### config.mk
export PLATFORM = sky130hd
export DESIGN_NAME = ahb_ram_slave
export DESIGN_NICKNAME = d
export VERILOG_FILES = /design/src/rtl/ahb_ram_slave.sv
export SDC_FILE = /design/constraint.sdc
export NUM_CORES = 1
export LEC_CHECK = 0
export CORE_AREA = 2 2 92 94
export CTS_CLUSTER_SIZE = 25
export DETAILED_ROUTE_END_ITERATION = 6
export DIE_AREA = 0 0 94 96
export PLACE_DENSITY = 0.74
export SLEW_MARGIN = 5
export SYNTH_ARGS = -nofsm -noshare
export SYNTH_HDL_FRONTEND = slang
export SYNTH_SLANG_ARGS = --single-unit
### constraint.sdc
create_clock -name clk -period 5.2 [get_ports clk]
set_input_delay 0.78 -clock clk [delete_from_list [all_inputs] [get_ports clk]]
set_output_delay 0.78 -clock clk [all_outputs]
set_load 0.02 [all_outputs]
### src/rtl/ahb_ram_slave.sv
`default_nettype none
// ============================================================================
//  Module   : ahb_ram_slave
//  Purpose  : AHB-Lite subordinate in front of a 1024x32 dual-port RAM with
//             WRITE/READ strobe interface (registered read data).
//             Writes: zero wait states. Reads: one wait state.
//             Unsupported transfers get the two-cycle ERROR response.
//  Revision : 1.0  initial release
// ----------------------------------------------------------------------------
//  Ports
//    clk        in   clock, rising edge
//    RST        in   asynchronous active-low reset
//    HSEL       in   subordinate select
//    HADDR      in   [31:0] byte address (address phase)
//    HTRANS     in   [1:0]  IDLE/BUSY/NONSEQ/SEQ
//    HWRITE     in   1 = write
//    HSIZE      in   [2:0]  only word (3'b010) is legal
//    HWDATA     in   [31:0] write data (data phase)
//    HREADY     in   bus-level ready
//    HREADYOUT  out  this subordinate's ready
//    HRESP      out  0 = OKAY, 1 = ERROR
//    HRDATA     out  [31:0] read data (zero outside the read data phase)
//    WRITE      out  RAM write strobe
//    READ       out  RAM read strobe
//    WR_ADDR    out  [31:0] RAM write word index (zero-extended)
//    WR_DATA    out  [31:0] RAM write data (zero outside write data phase)
//    RD_ADDR    out  [31:0] RAM read word index (zero-extended)
//    RD_DATA    in   [31:0] registered RAM read data
// ============================================================================
module ahb_ram_slave #(
  parameter logic [31:0] BASE_ADDR = 32'h0000_0000,
  parameter int          MEM_WORDS = 1024,
  parameter int          IDX_W     = $clog2(MEM_WORDS)
) (
  input  logic        clk,
  input  logic        RST,
  input  logic        HSEL,
  input  logic [31:0] HADDR,
  input  logic [1:0]  HTRANS,
  input  logic        HWRITE,
  input  logic [2:0]  HSIZE,
  input  logic [31:0] HWDATA,
  input  logic        HREADY,
  output logic        HREADYOUT,
  output logic        HRESP,
  output logic [31:0] HRDATA,
  output logic        WRITE,
  output logic        READ,
  output logic [31:0] WR_ADDR,
  output logic [31:0] WR_DATA,
  output logic [31:0] RD_ADDR,
  input  logic [31:0] RD_DATA
);

  localparam logic [2:0] c_S_IDLE     = 3'd0;
  localparam logic [2:0] c_S_WR_DP    = 3'd1;
  localparam logic [2:0] c_S_RD_ISSUE = 3'd2;
  localparam logic [2:0] c_S_RD_DP    = 3'd3;
  localparam logic [2:0] c_S_ERR1     = 3'd4;
  localparam logic [2:0] c_S_ERR2     = 3'd5;

  // Window size in bytes, one bit wider so MEM_WORDS*4 cannot overflow.
  localparam logic [32:0] c_SPAN_BYTES = 33'(MEM_WORDS) << 2;

  logic [2:0]       r_state;
  logic [2:0]       w_next;
  logic [IDX_W-1:0] r_wr_idx;
  logic [IDX_W-1:0] r_rd_idx;

  logic [31:0]      w_off;
  logic [IDX_W-1:0] w_idx;
  logic             w_err;
  logic             w_accept;
  logic [2:0]       w_decode;
  logic             w_unused;

  // --------------------------------------------------------------------------
  // Address-phase decode
  // --------------------------------------------------------------------------
  assign w_off = HADDR - BASE_ADDR;
  assign w_idx = w_off[IDX_W+1:2];

  // Out-of-window check uses the full offset, so addresses past the top
  // never alias back onto low RAM words.
  assign w_err = (HSIZE != 3'b010)
               | (HADDR[1:0] != 2'b00)
               | (HADDR < BASE_ADDR)
               | ({1'b0, w_off} >= c_SPAN_BYTES);

  // HREADYOUT is folded in so a stalled cycle can never capture a new phase,
  // even if the interconnect's HREADY is not wired back from this port.
  assign w_accept = HSEL & HREADY & HTRANS[1] & HREADYOUT;

  assign w_decode = w_err  ? c_S_ERR1 :
                    HWRITE ? c_S_WR_DP : c_S_RD_ISSUE;

  assign w_unused = &{1'b0, HTRANS[0], w_off[31:IDX_W+2], w_off[1:0]};

  // --------------------------------------------------------------------------
  // State machine
  // --------------------------------------------------------------------------
  always_comb begin
    w_next = c_S_IDLE;
    case (r_state)
      c_S_IDLE,
      c_S_WR_DP,
      c_S_RD_DP,
      c_S_ERR2:     w_next = w_accept ? w_decode : c_S_IDLE;
      c_S_RD_ISSUE: w_next = c_S_RD_DP;
      c_S_ERR1:     w_next = c_S_ERR2;
      default:      w_next = c_S_IDLE;
    endcase
  end

  always_ff @(posedge clk or negedge RST) begin
    if (!RST) begin
      r_state  <= c_S_IDLE;
      r_wr_idx <= '0;
      r_rd_idx <= '0;
    end else begin
      r_state <= w_next;
      // Each index register only moves when a transfer of its own kind is
      // accepted, so WR_ADDR/RD_ADDR hold their last driven value.
      if (w_accept && !w_err && HWRITE) begin
        r_wr_idx <= w_idx;
      end
      if (w_accept && !w_err && !HWRITE) begin
        r_rd_idx <= w_idx;
      end
    end
  end

  // --------------------------------------------------------------------------
  // Outputs (decoded from state; reset drives state to IDLE asynchronously,
  // so every output reaches its reset value immediately)
  // --------------------------------------------------------------------------
  always_comb begin
    HREADYOUT = 1'b1;
    HRESP     = 1'b0;
    HRDATA    = 32'h0;
    WRITE     = 1'b0;
    READ      = 1'b0;
    WR_DATA   = 32'h0;
    case (r_state)
      c_S_WR_DP: begin
        WRITE   = 1'b1;
        WR_DATA = HWDATA;
      end
      c_S_RD_ISSUE: begin
        READ      = 1'b1;
        HREADYOUT = 1'b0;
      end
      c_S_RD_DP: begin
        HRDATA = RD_DATA;
      end
      c_S_ERR1: begin
        HRESP     = 1'b1;
        HREADYOUT = 1'b0;
      end
      c_S_ERR2: begin
        HRESP = 1'b1;
      end
      default: begin
      end
    endcase
  end

  always_comb begin
    WR_ADDR              = 32'h0;
    RD_ADDR              = 32'h0;
    WR_ADDR[IDX_W-1:0]   = r_wr_idx;
    RD_ADDR[IDX_W-1:0]   = r_rd_idx;
  end

endmodule
`default_nettype wire

==> results of run 1 <==
## sequential cells by signal (all words and copies together) (netlist names)
name      flops
r_rd_idx     10
r_state       3
r_wr_idx     10
## area by class of cell
| cell class | count | area (um2) | share of cell area [%] |
|---|---|---|---|
| Clock buffer | 4 | 45.04 | 1.204 |
| Inverter | 2 | 7.507 | 0.2007 |
| Multi-Input combinational cell | 160 | 1044 | 27.90 |
| Sequential cell | 23 | 575.6 | 15.39 |
| Tap cell | 105 | 131.4 | 3.513 |
| Timing Repair Buffer | 194 | 1937 | 51.79 |
## logic make-up after synthesis
logic type	Yosys count
AOI/OAI and AO/OA	8
buffers and inverters	54
DFF	23
muxes	20
other	1
and+or+nand+nor	88
## worst register-to-register path, cell delays in order (launching register included)
cell     delay, ps
dfrtp_1        450
nor2b_1        180
o21ai_0        420
and3_1         560
mux2_2         400
## stage by stage
stage	instances	hold WS [ps]	util [%]
after floorplan	237	484.4	-
after global placement	484	471.2	45.89
after detailed placement	484	478.4	45.89
after CTS	488	496.5	46.45
after global routing	488	520.9	46.45
final	488	495.2	46.45
## per-layer routing
layer	track usage [%]	vias up
met1	13.81	876
met3	2.819	6
met4	2.536	0
met5	0	-
met2	23.51	117
li1	-	930
## path summary, 6_finish.rpt
kind	cells past startpoint	to	from
max reg2reg	4	r_rd_idx[6]	r_state[2]
min reg2reg	1	r_rd_idx[5]	r_rd_idx[5]
max	5	WR_DATA[7]	r_state[2]
min in group asynchronous	1	r_wr_idx[7]	RST
min	1	r_rd_idx[5]	r_rd_idx[5]
max in group asynchronous	1	r_rd_idx[6]	RST
## layout by cell type (no fill, tap or decap), types with 2 or more instances in the layout
cell type,instances
clkdlybuf4s50_1,192
and2_1,64
conb_1,44
dfrtp_1,23
mux2_2,18
o21ai_0,3
nor2_1,3
nor4_1,3
clkbuf_8,3
nor2b_1,2
inv_1,2
nor3_1,2
a211oi_1,2
nor4_4,2
a22oi_1,2
mux2_1,2
buf_4,2
## power groups by stage
stage / logic [mW] / clock network, mW / registers (mW)
after floorplan: 0.218 / 0 / 0.197
after global placement: 0.419 / 0 / 0.199
after detailed placement: 0.419 / 0 / 0.200
after CTS: 0.422 / 0.112 / 0.196
after global routing: 0.447 / 0.118 / 0.198
final: 0.416 / 0.105 / 0.197
==> impl_metrics.env, run 1 <==
export IMPL_status="complete, no violations"
export IMPL_grt_usage_pct=12.26
export IMPL_wl_per_cell_um=12.67
export IMPL_syn_cell_area_um2=1833
export IMPL_met1_length_um=2234
export IMPL_start_kind="flip-flop"
export IMPL_rsz0062_at_grt="false"
export IMPL_cts_max_level=1
export IMPL_nNetsFinal=490
export IMPL_p_comb_share_pct=58.0
export IMPL_p_leak_nw=1.589
export IMPL_maxCapViolCount=0
export IMPL_placed_area_um2=3695
export IMPL_dieArea_um2=9024
export IMPL_worstMarginPinSlew_ps=994.0
export IMPL_ys_types=30
export IMPL_cts_resized=0
export IMPL_clock_sinks=23
export IMPL_synth_fa_ha_area_share_pct=0
export IMPL_synthMuxAreaShare_pct=12.29
export IMPL_min_path_type="flip-flop to flip-flop"
export IMPL_antenna_found_initial=0
export IMPL_grt_pass1_wl_um=8852
export IMPL_tritoncts="built"
export IMPL_fp_dieW_um=94
export IMPL_syn_to_final_growth_pct=104.0
export IMPL_peakVddDrop_mv=0.1083
export IMPL_cts_made_buffers=3
export IMPL_yosys_warnings=0
export IMPL_die_h_um=96
export IMPL_cp_end_kind="output port"
export IMPL_cp_top_family="buffers and inverters"
export IMPL_clk_latency_ps=260
export IMPL_core_area_um2=8051
export IMPL_drc=0
export IMPL_dp_final_hpwl_um=5385
export IMPL_synth_top_family_by_area="simple AND/OR/NAND/NOR gates"
export IMPL_clock_path_buffers=2
export IMPL_synth_simple_area_share_pct=32.63
export IMPL_switchingPower_mw=0.2656
export IMPL_start_util_pct=22.77
export IMPL_drtIter0Drc=30
export IMPL_dr_wl_met2_um=3364
export IMPL_drive_gt1_share_pct=7.572
export IMPL_design_area_um2=3740
export IMPL_power_mw=0.7182
export IMPL_met3_length_um=514
export IMPL_gr_total_overflow=0
export IMPL_synth_xor_area_share_pct=0
export IMPL_io_pins=238
export IMPL_p_per_area_nw_per_um2=192.0
export IMPL_seqPwrFrac_pct=27.4
export IMPL_rrSetupSlack_ps=3070
export IMPL_swShare_pct=36.98
export IMPL_internal_power_mw=0.4526
export IMPL_period_share_pct=55.27
export IMPL_crit_required_ps=4420
export IMPL_wl_um=6184
export IMPL_finalHoldViolCount=0
export IMPL_skew_ps=2.761
export IMPL_yosysTopAreaCell="dfrtp_1"
export IMPL_synth_compound_area_share_pct=3.003
export IMPL_grt_max_degree=34
export IMPL_slowest_stage="clkdlybuf4s50_1"
export IMPL_num_rows=33
export IMPL_grt_pass1_vias=1835
export IMPL_synthTopCellsByCount="64 x and2_1, 44 x buf_4, 23 x dfrtp_1, 18 x mux2_2, 7 x clkbuf_1"
export IMPL_fin_setup_tns_ps=0
export IMPL_netlist_area_leader_share_pct=31.40
export IMPL_cts_setup_buffers=0
export IMPL_firstDrtPassIters=4
export IMPL_top_layer="met4"
export IMPL_place_port_buffers=192
export IMPL_ctsHoldBuffers=0
export IMPL_ys_ff_latch=23
export IMPL_fillCellCount=774
export IMPL_seq_area_frac_synth_pct=31.40
export IMPL_cts_root_buffer="clkbuf_8"
export IMPL_async_reset_ff_share_pct=100.0
export IMPL_cp_data_arrival_time_ps=2090
export IMPL_setup_violations=0
export IMPL_antennaDiodeCount=0
export IMPL_place_ws_ps=1997
export IMPL_antenna_left=0
export IMPL_synth_most_common_cell="and2_1"
export IMPL_synthCells=194
export IMPL_synth_area_per_cell_um2=9.448
export IMPL_ys_top_cells_by_area="dfrtp_1 31%, and2_1 22%, buf_4 18%, mux2_2 11%, nor4_4 2.3%"
export IMPL_max_stage_delay_ps=650
export IMPL_fmax_mhz=347.9
export IMPL_vias=1929
export IMPL_cp_cell_sequence="nand2b_1 > nor2_1 > buf_4 > and2_1 > clkdlybuf4s50_1"
export IMPL_power_frac_clock_pct=14.7
export IMPL_synth_edf_count=0
export IMPL_fin_ws_ps=2326
export IMPL_cp_num_buf_inv=2
export IMPL_vias_per_cell=3.953
export IMPL_criticalPathCategory="flip-flop to output port"
export IMPL_slew_headroom_pct=33.52
export IMPL_clkTransAtPathRegs_ps=70
export IMPL_crit_fanout=33
export IMPL_ys_flop_type="dfrtp_1"
export IMPL_slew_viol_final=0
export IMPL_gp_congestion=0.7707
export IMPL_min_period_ps=2874
Note: power is estimated with default switching activity, not from simulation.
==> inputs of run 2 (changes only) <==
--- a/config.mk
+++ b/config.mk
@@ -5,11 +5,11 @@
 export SDC_FILE = /design/constraint.sdc
 export NUM_CORES = 1
 export LEC_CHECK = 0
-export CORE_AREA = 2 2 92 94
+export CORE_ASPECT_RATIO = 0.75
+export CORE_UTILIZATION = 23
 export CTS_CLUSTER_SIZE = 25
 export DETAILED_ROUTE_END_ITERATION = 6
-export DIE_AREA = 0 0 94 96
-export PLACE_DENSITY = 0.74
+export PLACE_DENSITY = 0.77
 export SLEW_MARGIN = 5
 export SYNTH_ARGS = -nofsm -noshare
 export SYNTH_HDL_FRONTEND = slang
==> constraint.sdc (replaced) <==
create_clock -name clk -period 2.4 [get_ports clk]
set_input_delay 0.36 -clock clk [delete_from_list [all_inputs] [get_ports clk]]
set_output_delay 0.36 -clock clk [all_outputs]
set_load 0.02 [all_outputs]
==> run 2 against run 1 <==
Register-to-register slack got worse by 2600 ps; global-route usage rose by 2.4 points; sequential cell count did not move; routed wire length rose by 9.3%; sequential power rose by 110%; clock power rose by 120%; critical path type unchanged; largest power group unchanged; highest routed layer unchanged.
==> impl_metrics.env, run 2 (synthesis results as in run 1) <==
export IMPL_slew_viol_final=0
export IMPL_wl_um=6758
export IMPL_core_area_um2=7533
export IMPL_status="complete, no violations"
export IMPL_antenna_found_initial=0
export IMPL_fin_setup_tns_ps=0
export IMPL_reg2regPathDepth=7
export IMPL_slowest_stage="clkdlybuf4s50_1"
export IMPL_crit_required_ps=2040
export IMPL_cp_data_arrival_time_ps=1960
export IMPL_die_h_um=79.31
export IMPL_antennaDiodeCount=0
export IMPL_period_share_pct=96.85
export IMPL_grt_pass1_wl_um=9632
export IMPL_min_period_ps=2324
export IMPL_crit_fanout=33
export IMPL_clkTransAtPathRegs_ps=70
export IMPL_gr_total_overflow=0
export IMPL_final_common_cell="clkdlybuf4s50_1"
export IMPL_power_mw=1.609
export IMPL_p_per_area_nw_per_um2=408.7
export IMPL_peakVddDrop_mv=0.2349
export IMPL_p_leak_nw=2.352
export IMPL_cp_num_buf_inv=2
export IMPL_rrSetupSlack_ps=490
export IMPL_vias_per_cell=3.905
export IMPL_gp_congestion=0.7796
export IMPL_finalHoldViolCount=0
export IMPL_tritoncts="built"
export IMPL_criticalPathCategory="flip-flop to output port"
export IMPL_r2r_start="r_state[2]"
export IMPL_r2r_end="r_rd_idx[3]"
export IMPL_whs_ps=451.4
export IMPL_place_port_buffers=192
export IMPL_maxCapViolCount=0
export IMPL_rsz0062_at_grt="true"
export IMPL_skew_ps=1.803
export IMPL_nNetsFinal=499
export IMPL_fin_ws_ps=75.70
export IMPL_cts_root_buffer="clkbuf_8"
export IMPL_io_pins=238
export IMPL_place_ws_ps=-111.4
export IMPL_antenna_left=0
export IMPL_min_path_type="input port to async pin"
export IMPL_fmax_mhz=430.2
export IMPL_dieArea_um2=8334
export IMPL_grt_pass1_vias=1857
export IMPL_drive_gt1_share_pct=9.949
export IMPL_clock_path_buffers=2
export IMPL_num_rows=27
export IMPL_utilization_pct=52.27
export IMPL_firstDrtPassIters=4
export IMPL_layout_cells_non_filler=493
export IMPL_grt_usage_pct=14.63
export IMPL_cp_cell_sequence="nand2b_1 > nor2_1 > buf_12 > and2_1 > clkdlybuf4s50_1"
export IMPL_cp_end_kind="output port"
export IMPL_grt_max_degree=34
export IMPL_start_util_pct=24.33
export IMPL_place_inst=489
export IMPL_cp_top_family="buffers and inverters"
export IMPL_final_cell_mix="152 x clkdlybuf4s50_1, 64 x and2_1, 44 x conb_1, 39 x dlymetal6s2s_1, 22 x dfrtp_1"
export IMPL_ctsHoldBuffers=0
export IMPL_start_kind="flip-flop"
export IMPL_reg_largest_list="r_rd_idx: 10 flops, r_wr_idx: 10 flops, r_state: 3 flops"
export IMPL_placed_area_um2=3795
export IMPL_drc=0
export IMPL_clock_sinks=23
export IMPL_clk_latency_ps=260
export IMPL_setup_violations=0
export IMPL_wl_per_cell_um=13.71
export IMPL_vias=1925
export IMPL_design_area_um2=3938
export IMPL_syn_to_final_growth_pct=114.8
export IMPL_cts_made_buffers=3
export IMPL_cts_max_level=1
export IMPL_fp_dieW_um=105.1
export IMPL_drtIter0Drc=39
export IMPL_max_stage_delay_ps=630
export IMPL_dp_final_hpwl_um=5754
run 2: changes by cell type in the layout (fill, tap and decap cells not counted):
cell,before,now
clkdlybuf4s50_1,192,152
dlymetal6s2s_1,0,39
buf_4,2,8
buf_12,0,3
dfrtp_1,23,22
dfrtp_2,0,1
dlygate4sd2_1,0,1
run 2: layer usage:
metal	up-vias	share of wire, %	wire length (um)	global-route usage [%]
met5	-	0	0	0
met2	80	57	3848	28.15
met1	896	38	2571	16.99
li1	947	-	-	-
met3	2	4.6	308	2.791
met4	0	0.41	28	2.676
run 2: worst max-delay path by stage:
stage                     from     endpoint  slack, ps  cells past startpoint
floorplan           r_state[2]  r_rd_idx[0]        170                      5
global route        r_state[2]    HRDATA[0]       -0.6                      5
CTS                 r_state[2]   WR_DATA[9]         40                      5
global placement      HSIZE[0]  r_wr_idx[8]        -60                      6
finish              r_state[2]   WR_DATA[7]         80                      5
detailed placement    HSIZE[0]  r_wr_idx[4]       -110                      6
run 2: layout make-up:
cell class	count	area (um2)
Inverter	2	7.507
Tap cell	101	126.4
Multi-Input combinational cell	160	1044
Sequential cell	23	576.8
Clock buffer	4	45.04
Fill cell	674	3596
Timing Repair Buffer	203	2138
run 2: what timing repair did:
action	4_1_cts	5_1_grt
setup endpoints to repair	4	40
gates resized for setup	2	39
setup buffers	0	0
hold endpoints to repair	0	0
run 2: power breakdown:
| part | switching, mW | internal [mW] | total, mW |
|---|---|---|---|
| Sequential | 0.0116 | 0.403 | 0.414 |
| Clock | 0.112 | 0.118 | 0.230 |
| Combinational | 0.474 | 0.491 | 0.965 |
==> inputs of run 3 (changes only) <==
--- a/config.mk
+++ b/config.mk
@@ -5,11 +5,11 @@
 export SDC_FILE = /design/constraint.sdc
 export NUM_CORES = 1
 export LEC_CHECK = 0
-export CORE_ASPECT_RATIO = 0.75
-export CORE_UTILIZATION = 23
+export CORE_AREA = 2 2 93 95
 export CTS_CLUSTER_SIZE = 25
 export DETAILED_ROUTE_END_ITERATION = 6
-export PLACE_DENSITY = 0.77
+export DIE_AREA = 0 0 95 97
+export PLACE_DENSITY = 0.73
 export SLEW_MARGIN = 5
 export SYNTH_ARGS = -nofsm -noshare
 export SYNTH_HDL_FRONTEND = slang
==> constraint.sdc (replaced) <==
create_clock -name clk -period 2.6 [get_ports clk]
set_input_delay 0.39 -clock clk [delete_from_list [all_inputs] [get_ports clk]]
set_output_delay 0.39 -clock clk [all_outputs]
set_load 0.02 [all_outputs]
==> run 3 against run 2 <==
Count of clock-buffer cells in the layout decreased by 1; sequential cell count unchanged; routed wire length decreased by 11%; clock power decreased by 5%; global-route usage decreased by 2.1 points; final cell count decreased by 0.20%; critical path depth unchanged; die area increased by 11%; total power decreased by 10%; critical endpoint is now HRDATA[11]; largest power group unchanged.
==> impl_metrics.env, run 3 (synthesis results as in run 1) <==
export IMPL_status="complete, no violations"
export IMPL_layout_cells_non_filler=492
export IMPL_num_rows=33
export IMPL_max_stage_delay_ps=610
export IMPL_vias=1894
export IMPL_min_path_type="input port to async pin"
export IMPL_dieArea_um2=9215
export IMPL_core_area_um2=8134
export IMPL_swShare_pct=37.22
export IMPL_cp_end_kind="output port"
export IMPL_skew_ps=6.245
export IMPL_grt_pass1_vias=1937
export IMPL_clock_sinks=23
export IMPL_clkTransAtPathRegs_ps=80
export IMPL_power_frac_clock_pct=15.1
export IMPL_wl_per_cell_um=12.21
export IMPL_place_inst=488
export IMPL_period_share_pct=95.04
export IMPL_reg2regPathDepth=5
export IMPL_cts_setup_buffers=0
export IMPL_reg_largest_list="r_rd_idx: 10 flops, r_wr_idx: 10 flops, r_state: 3 flops"
export IMPL_fin_setup_tns_ps=0
export IMPL_cp_top_family="buffers and inverters"
export IMPL_fmax_mhz=404.7
export IMPL_die_h_um=97
export IMPL_wl_um=6006
export IMPL_slew_viol_final=0
export IMPL_peakVddDrop_mv=0.1950
export IMPL_cts_made_buffers=3
export IMPL_min_period_ps=2471
export IMPL_criticalPathCategory="flip-flop to output port"
export IMPL_final_cell_mix="192 x clkdlybuf4s50_1, 64 x and2_1, 44 x conb_1, 23 x dfrtp_1, 18 x mux2_2"
export IMPL_antenna_found_initial=0
export IMPL_setup_violations=0
export IMPL_fp_dieW_um=95
export IMPL_drive_gt1_share_pct=8.786
export IMPL_crit_required_ps=2210
export IMPL_antenna_left=0
export IMPL_tritoncts="built"
export IMPL_io_pins=238
export IMPL_firstDrtPassIters=3
export IMPL_switchingPower_mw=0.5386
export IMPL_crit_fanout=32
export IMPL_gp_congestion=0.7746
export IMPL_crit_cells=5
export IMPL_p_leak_nw=1.618
export IMPL_grt_pass1_wl_um=9335
export IMPL_syn_to_final_growth_pct=106.8
export IMPL_nNetsFinal=494
export IMPL_maxCapViolCount=0
export IMPL_vias_per_cell=3.850
export IMPL_p_per_area_nw_per_um2=381.6
export IMPL_drtIter0Drc=26
export IMPL_place_port_buffers=192
export IMPL_cp_data_arrival_time_ps=2080
export IMPL_cts_max_level=1
export IMPL_gr_total_overflow=0
export IMPL_finalHoldViolCount=0
export IMPL_drc=0
export IMPL_p_comb_share_pct=57.7
export IMPL_antennaDiodeCount=0
export IMPL_rsz0062_at_grt="false"
export IMPL_internal_power_mw=0.9083
export IMPL_final_common_cell="clkdlybuf4s50_1"
export IMPL_cts_root_buffer="clkbuf_8"
export IMPL_cp_cell_sequence="nand2b_1 > nor2_1 > buf_6 > and2_1 > clkdlybuf4s50_1"
export IMPL_dp_final_hpwl_um=5251
export IMPL_clk_latency_ps=260
export IMPL_grt_max_degree=34
export IMPL_grt_usage_pct=12.51
export IMPL_seqPwrFrac_pct=27.2
export IMPL_start_util_pct=22.53
export IMPL_slowest_stage="clkdlybuf4s50_1"
export IMPL_start_kind="flip-flop"
export IMPL_clock_path_buffers=2
export IMPL_cp_num_buf_inv=2
==> run 3: cell types whose count changed in the layout (fill, tap and decap cells not counted), moves of 2 or more <==
cell / delta
buf_6: +2
dlymetal6s2s_1: -39
clkdlybuf4s50_1: +40
buf_12: -2
buf_4: -5
==> run 3: worst register-to-register path, stage by stage (launching register included) <==
cell	delay, ps
dfrtp_1	460
nor2b_1	170
o21ai_0	410
and3_1	280
buf_12	140
mux2_2	330
==> run 3: cell type report <==
| type | count | area (um2) |
|---|---|---|
| timing repair buffer | 198 | 1987 |
| multi-input combinational | 160 | 1044 |
| clock inverter | 1 | 5.005 |
| sequential | 23 | 575.6 |
| tap | 105 | 131.4 |
| fill | 792 | 4343 |
| inverter | 2 | 7.507 |
| clock buffer | 3 | 41.29 |
==> run 3: timing repair <==
item / in CTS / in global routing
resized for setup: 0 / 2
endpoints found under the setup margin: 0 / 17
hold buffers: 0 / 0
==> run 3: power by group through the flow <==
| stage | logic [mW] | clock network (mW) | registers, mW |
|---|---|---|---|
| 2_1_floorplan | 0.436 | 0 | 0.394 |
| 3_3_place_gp | 0.830 | 0 | 0.398 |
| 3_5_place_dp | 0.836 | 0 | 0.400 |
| 4_1_cts | 0.840 | 0.230 | 0.393 |
| 5_1_grt | 0.893 | 0.245 | 0.396 |
| 6_report | 0.835 | 0.218 | 0.393 |
==> run 3: per-layer routing <==
metal	share of wire [%]	global-route usage, %
met1	34	13.05
met3	8.0	2.259
met2	57	25.31
met4	0.85	2.118
met5	0	0
==> run 3: stage by stage <==
step,power [mW],util [%],area (um2),setup WS [ps],hold WS (ps)
floorplan,0.8306,-,1994,366.4,94.41
global placement,1.228,45.95,3737,87.16,469.6
detailed placement,1.236,45.95,3737,62.79,479.7
CTS,1.464,46.52,3784,98.70,478.4
global route,1.534,46.61,3791,10.86,482.0
finish,1.447,46.61,3791,129.0,477.8
==> run 3: final timing paths <==
| kind | startpoint | endpoint | slack [ps] |
|---|---|---|---|
| max in group asynchronous | RST | r_wr_idx[5] | 1890 |
| min in group clk | r_rd_idx[5] | r_rd_idx[5] | 490 |
| min reg2reg | r_rd_idx[5] | r_rd_idx[5] | 490 |
| max reg2reg | r_state[2] | r_rd_idx[4] | 700 |
| min | RST | r_wr_idx[7] | 480 |
| max | r_state[2] | HRDATA[11] | 130 |
